### src/rtl/usr_pkg.sv
// usr_pkg: mode encoding, data reset value and rotate-aware shift decode for univ_shift_reg_p.
package usr_pkg;
  typedef enum logic [2:0] {
    M_HOLD = 3'b000,
    M_SHR  = 3'b001,
    M_SHL  = 3'b010,
    M_LOAD = 3'b011,
    M_ROR  = 3'b100,
    M_ROL  = 3'b101,
    M_ASR  = 3'b110,
    M_CLR  = 3'b111
  } usr_mode_t;
  localparam logic [63:0] USR_DATA_RST = 64'h0;
  // Rotate codes decode as HOLD unless USR_ROTATE_EN is defined.
  function automatic logic is_shift(input usr_mode_t m);
`ifdef USR_ROTATE_EN
    return m inside {M_SHR, M_SHL, M_ASR, M_ROR, M_ROL};
`else
    return m inside {M_SHR, M_SHL, M_ASR};
`endif
  endfunction
endpackage

### src/rtl/usr_barrel.sv
// usr_barrel: combinational shift/rotate of one word; rotate paths exist only with USR_ROTATE_EN.
module usr_barrel
  import usr_pkg::*;
#(
  parameter int WIDTH = 8,
  parameter int SHW   = $clog2(WIDTH)
) (
  input  logic [WIDTH-1:0] data_in,
  input  logic [SHW-1:0]   shamt,
  input  usr_mode_t        mode,
  input  logic             fill_r,
  input  logic             fill_l,
  output logic [WIDTH-1:0] data_out
);
  logic [WIDTH-1:0] ones, msb_fill, srl, sll;
`ifdef USR_ROTATE_EN
  logic [WIDTH-1:0] ror, rol;
`endif
  always_comb begin
    ones = '1;
    msb_fill = ((mode == M_ASR) ? data_in[WIDTH-1] : fill_r) ? ~(ones >> shamt) : '0;
    srl = (data_in >> shamt) | msb_fill;
    sll = (data_in << shamt) | (fill_l ? ~(ones << shamt) : '0);
    data_out = (mode == M_SHL) ? sll : (mode == M_SHR || mode == M_ASR) ? srl : data_in;
`ifdef USR_ROTATE_EN
    ror = WIDTH'({data_in, data_in} >> shamt);
    rol = WIDTH'(({data_in, data_in} << shamt) >> WIDTH);
    data_out = (mode == M_ROR) ? ror : (mode == M_ROL) ? rol : data_out;
`endif
  end
endmodule

### src/rtl/univ_shift_reg_p.sv
// univ_shift_reg_p: universal shift register with load/clear, shift-bit accounting and word_done pulse.
// Rotate modes are enabled by defining USR_ROTATE_EN.
module univ_shift_reg_p
  import usr_pkg::*;
#(
  parameter int WIDTH = 8,
  parameter int SHW   = $clog2(WIDTH)
) (
  input  logic             clk,
  input  logic             reset,
  input  logic             en,
  input  logic [2:0]       mode,
  input  logic [SHW-1:0]   shamt,
  input  logic             shift_right,
  input  logic             shift_left,
  input  logic [WIDTH-1:0] parallel_in,
  output logic [WIDTH-1:0] data_out,
  output logic             word_done,
  output logic [SHW-1:0]   bit_cnt
);
  localparam logic [SHW:0] W_LIM = (SHW+1)'(WIDTH);
  usr_mode_t op;
  logic [SHW-1:0] amt;
  logic [SHW:0] sum;
  logic adv, wrap, clr_cnt;
  logic [WIDTH-1:0] shifted;
  // Out-of-range amounts fold modulo WIDTH; zero amounts neither shift nor count.
  always_comb begin
    op = usr_mode_t'(mode);
    amt = SHW'(32'(shamt) % WIDTH);
    adv = en && is_shift(op) && amt != '0;
    sum = {1'b0, bit_cnt} + {1'b0, amt};
    wrap = sum >= W_LIM;
    clr_cnt = en && (op == M_LOAD || op == M_CLR);
  end
  usr_barrel #(.WIDTH(WIDTH), .SHW(SHW)) u_barrel (
    .data_in (data_out),
    .shamt   (amt),
    .mode    (op),
    .fill_r  (shift_right),
    .fill_l  (shift_left),
    .data_out(shifted)
  );
  always_ff @(posedge clk or negedge reset) begin
    if (!reset) begin
      data_out  <= WIDTH'(USR_DATA_RST);
      bit_cnt   <= '0;
      word_done <= 1'b0;
    end else begin
      word_done <= adv && wrap;
      bit_cnt   <= clr_cnt ? '0 : adv ? (wrap ? SHW'(sum - W_LIM) : SHW'(sum)) : bit_cnt;
      if (en)
        data_out <= (op == M_LOAD) ? parallel_in : (op == M_CLR) ? '0 : adv ? shifted : data_out;
    end
  end
endmodule

### config.mk
export PLATFORM = sky130hd
export DESIGN_NAME = univ_shift_reg_p
export DESIGN_NICKNAME = d
export VERILOG_FILES = /design/src/rtl/usr_pkg.sv /design/src/rtl/usr_barrel.sv /design/src/rtl/univ_shift_reg_p.sv
export SDC_FILE = /design/constraint.sdc
export NUM_CORES = 1
export LEC_CHECK = 0
export CORE_MARGIN = 1.5
export CORE_UTILIZATION = 55
export DETAILED_ROUTE_END_ITERATION = 16
export HOLD_SLACK_MARGIN = 0.06
export PLACE_DENSITY_LB_ADDON = 0.05
export SLEW_MARGIN = 20
export SYNTH_ARGS = -nofsm -noshare
export SYNTH_HDL_FRONTEND = slang
export SYNTH_SLANG_ARGS = --single-unit
### constraint.sdc
create_clock -name clk -period 3.1 [get_ports clk]
set_input_delay 0.465 -clock clk [delete_from_list [all_inputs] [get_ports clk]]
set_output_delay 0.465 -clock clk [all_outputs]
set_load 0.005 [all_outputs]
After elaboration in Yosys (flattened, before gate mapping)
Cells that the tools add are included.
{"block": "totals", "n_memories": 0, "in_bits": 19, "rom_bits": 0, "latch_bits": 0, "reg_bits": 12, "out_inout_bits": 12, "ramBits": 0}
{"block": "op_classes", "n_mux": 11, "order_cmp": 1, "addsub": 2, "eq_ne": 5, "bitwise_logic": 4, "shift": 4, "n_div": 0, "n_reduce_logical": 12, "n_mul": 0}
{"op": "$mux 8", "n": 7}
{"op": "$not 8->8", "n": 2}
{"op": "$or 8x8->8", "n": 2}
{"op": "$mux 3", "n": 3}
{"op": "$reduce_bool 3->1", "n": 3}
{"op": "$shl 8x3->8", "n": 1}
{"op": "$shl 8x3->8 const A", "n": 1}
{"op": "$shr 8x3->8", "n": 1}
{"op": "$shr 8x3->8 const A", "n": 1}
{"op": "$eq 3x2->1 const B", "n": 2}
{"op": "$eq 3x3->1 const B", "n": 2}
{"op": "$add 3x3->4", "n": 1}
{"op": "$ge 4x4->1 const B", "n": 1}
{"op": "$logic_and 1x1->1", "n": 4}
{"op": "$reduce_bool 4->1", "n": 1}
{"op": "$eq 3x1->1 const B", "n": 1}
{"op": "$reduce_and 3->1", "n": 1}
{"op": "$sub 3x1->3 const B", "n": 1}
{"op": "$logic_or 1x1->1", "n": 2}
{"op": "$reduce_bool 2->1", "n": 1}
{"op": "$mux 1", "n": 1}

Longest topological paths before layout
{"block": "logic_depth", "word_depth": 9, "ltp_mapped": 8, "ltp_nobuf": 5}

By module
A second synthesis with hierarchy kept.
{"block": "hier_totals", "hier_cells": 170, "area_unflattened_um2": 1546.5}
{"mod": "usr_barrel", "instances": 1, "cells_per_inst": 98, "seq_area_each_um2": 0.0, "area_each_um2": 792.0}
{"mod": "univ_shift_reg_p", "instances": 1, "cells_per_inst": 72, "seq_area_each_um2": 300.3, "area_each_um2": 754.5}

Least setup slack after synthesis
Ideal clock, no wire load.
{"block": "synth_timing", "kind": "in2reg", "from": "in shamt[1]", "to": "reg data_out[4]", "stages": 6, "path_slack_ps": 1307, "arrival_ps": 1665, "setup_ps": 128, "path_cell_list": "buf_2 buf_6 mux2_2 a221o_1 o211ai_2 a31oi_1"}
{"block": "synth_via", "elab_chain_len": 9, "elab_cells_between_ends": 19}
{"item": "start: declaration", "line_no": "univ_shift_reg_p.sv:13", "source": "input logic [SHW-1:0] shamt,"}
{"item": "$shr 8x3->8", "line_no": "usr_barrel.sv:21", "source": "msb_fill = ((mode == M_ASR) ? data_in[WIDTH-1] : fill_r) ? ~(ones >> shamt) : '0;"}
{"item": "$not 8->8", "line_no": "usr_barrel.sv:21"}
{"item": "$mux 8", "line_no": "usr_barrel.sv:21"}
{"item": "$or 8x8->8", "line_no": "usr_barrel.sv:22", "source": "srl = (data_in >> shamt) | msb_fill;"}
{"item": "$mux 8 (2 in series)", "line_no": "usr_barrel.sv:24", "source": "data_out = (mode == M_SHL) ? sll : (mode == M_SHR || mode == M_ASR) ? srl : data_in;"}
{"item": "$mux 8 (3 in series)", "line_no": "univ_shift_reg_p.sv:53", "source": "data_out <= (op == M_LOAD) ? parallel_in : (op == M_CLR) ? '0 : adv ? shifted : data_out;"}
{"item": "end signal: assignment", "line_no": "univ_shift_reg_p.sv:46", "source": "data_out <= WIDTH'(USR_DATA_RST);"}
{"item": "end signal: assignment", "line_no": "univ_shift_reg_p.sv:53"}
{"item": "end: declaration", "line_no": "univ_shift_reg_p.sv:17", "source": "output logic [WIDTH-1:0] data_out,"}
Several ways; a longest one is shown, not always the timed one. The select of a mux whose other input is x is not followed.
A chain may end at the register's enable or synchronous reset.

Worst setup path after layout
{"block": "layout_timing", "from": "in mode[1]", "to": "reg data_out[3]"}
{"block": "layout_via", "elab_chain_len": 9, "elab_cells_between_ends": 20}
{"item": "start: declaration", "line_no": "univ_shift_reg_p.sv:12", "source": "input logic [2:0] mode,"}
{"item": "$eq 3x3->1", "line_no": "usr_pkg.sv:19, usr_barrel.sv:21, usr_barrel.sv:24"}
{"item": "$mux 1", "line_no": "usr_barrel.sv:21"}
{"item": "$mux 8", "line_no": "usr_barrel.sv:21"}
{"item": "$or 8x8->8", "line_no": "usr_barrel.sv:22"}
{"item": "$mux 8 (2 in series)", "line_no": "usr_barrel.sv:24"}
{"item": "$mux 8 (3 in series)", "line_no": "univ_shift_reg_p.sv:53"}
Several ways; a longest one is shown, not always the timed one. The select of a mux whose other input is x is not followed.

==> flow_summary.ini <==
[run_status]
status = complete, no violations

[synthesis]
ys_ff_latch = 12
seq_area_frac_synth_pct = 21.1
netlist_area_um2 = 1430
yosysWarnings = 0
synthArstFlopShare_pct = 100
syn-num-nets = 194
synth_cells = 171
ys_types = 48
synth_ff_type = dfrtp_1
avgSynthCellArea_um2 = 8.33
synth_edf_count = 0

[sta]
worst_slew_pin_slew_ns = 0.696
hold_viol_final = 0
timing.final.crit_share_pct = 77.7
timing.hold.ws_ns = 0.538
fmax_mhz = 415
slew_violations = 0
min_period_ns = 2.41
rsz0062_at_grt = false
setup_viol = 0
skew_ns = 0.00156
relSlewSlack_pct = 53.3
setup-tns-final_ns = 0
finalWorstSetupSlack_ns = 0.691

[placed_design]
dp_slack_ns = 0.444
gp_congestion = 0.999
hpwl_um = 3060
numPortBuffers = 30
placed_area_um2 = 1710
dp.cells = 220

[power]
pwr-share-seq_pct = 34.9
ir_drop_mv = 0.452
pwr_density_cell_nw_per_um2 = 430
intPower_mw = 0.452
clkPwrFrac_pct = 13.4
comb_power_share_pct = 51.8
p_sw_share_pct = 39.2
power.switching_mw = 0.291
leakage_nw = 0.702

[route]
ant_nets = 0
drt_wl_total_um = 4100
wl_per_cell_um = 18.4
drc = 0
drt-initial-drc-count = 94
avgViaCountPerCell = 6.69
drt_first_pass_iters = 5
num_vias = 1492

[clock_network]
clk_latency_ns = 0.28
cts_root_buf = clkbuf_4
cts_sinks = 12
cts_hold_buf = 0
cts_resized = 0
clk_path_buf_depth = 2
ctsHtreeMaxLevel = 1
cts_setup_buffers = 0
clk_pin_slew_ns = 0.07
cts_buffers = 3
cts_tree = done

[floorplan]
core.rowCount = 18
start_util_pct = 58.1
core_um2 = 2450
die_h_um = 53.9
ios = 31
die_area_um2 = 2910
die_width_um = 53.9

[setup_path]
startpoint_type = input port
critPathMaxFanout = 15
r2r_setup_slack_ns = 1.22
required_ns = 3.23
crit_type = in2reg
crit_arrival_ns = 2.54
worstSetupEndpointType = flop

[finish]
area_delta_synth_final_pct = 21.2
stdcell_area_um2 = 1730
fin_nets = 218
n_antenna_cell = 0
nFillCells = 207
stdcell_count = 223
drive_gt1_share_pct = 11.9

[run]
maxCapViolations = 0

[global_routing]
overflow = 0
antenna_found_initial = 0
grt.total_usage_pct = 32.5
grt_max_degree = 29
grt_pass1_wl_um = 6730
grt_pass1_vias = 1377

[hold_path]
holdCritPathClass = in2async
==> cell type report <==
cell class	instances	area, µm²	area share (%)
repair buffers	34	330	19.1
clock buffers	3	22.5	1.30
well taps	30	37.5	2.17
multi-input cells	139	1020	58.9
inverters	5	18.8	1.09
flip-flops and latches	12	300	17.4
==> routing by layer <==
layer	GRT usage, %	up-vias	routed length, µm
li1	-	695	-
met1	43.0	702	1650
met2	53.3	82	2020
met3	5.56	13	317
met4	11.1	0	112
met5	0	-	0
==> layout by cell type (no fill, tap or decap), drive strengths merged, types with 3 or more instances in the layout <==
cell,instances
a21o,3
a21oi,16
a221o,5
a31oi,5
and2,3
buf,4
clkbuf,3
clkdlybuf4s50,30
dfrtp,12
ha,3
inv,5
mux2,8
mux2i,14
nand2,10
nand2b,4
nand3,3
nor2,14
nor2b,5
o211ai,6
o21ai,11
o22ai,3
==> cell families after synthesis <==
family | count (synthesis) | synth area share (%)
and+or+nand+nor | 48 | 17.8
xor gates and xnor gates | 1 | 0.615
muxes | 23 | 17.7
adders and majority gates | 4 | 4.04
AOI/OAI and AO/OA | 63 | 31.3
buffers and inverters | 20 | 7.46
DFF | 12 | 21.1
==> worst paths after layout <==
check,from,end,cells after the start
worst max-delay path,mode[1],data_out[3],6
worst min-delay path,reset,data_out[0],1
worst max register to register,data_out[7],data_out[2],5
worst min register to register,bit_cnt[0],bit_cnt[0],2
max in group asynchronous,reset,word_done,1
min in group clk,bit_cnt[0],bit_cnt[0],2
==> power by group through the flow <==
stage	logic, mW	clock network (mW)	registers, mW
after floorplan	0.231	0	0.242
after global placement	0.367	0	0.257
after detailed placement	0.380	0	0.262
after CTS	0.383	0.101	0.259
after global routing	0.423	0.108	0.266
final	0.385	0.0993	0.259
==> flip-flops by register name, indices dropped and copies added, names as in the netlist <==
register   cells
data_out       8
bit_cnt        3
word_done      1
==> synth_stat cells (5+ instances only) <==
| cell type | count | area [µm²] |
|---|---|---|
| mux2i_1 | 14 | 140 |
| nand2_1 | 10 | 37.5 |
| a221o_1 | 5 | 50.1 |
| o21ai_0 | 9 | 45.0 |
| a21oi_1 | 16 | 80.1 |
| dfrtp_1 | 12 | 300 |
| mux2_2 | 8 | 90.1 |
| inv_1 | 5 | 18.8 |
| nor2_1 | 14 | 52.6 |
| buf_2 | 10 | 50.1 |
| a31oi_1 | 5 | 31.3 |
==> through the flow <==
step	power [mW]	utilization (%)
after floorplan	0.473	-
after global placement	0.624	69.5
after detailed placement	0.642	69.5
after CTS	0.743	70.4
after global routing	0.796	70.4
final	0.743	70.4
==> critical path, cell delays in order <==
cell	delay, ns
clkdlybuf4s50_1	0.75
nor2b_2	0.36
mux2_2	0.39
a221oi_1	0.33
a211o_1	0.16
a31oi_1	0.08
Note: power is estimated with default switching activity, not from simulation.
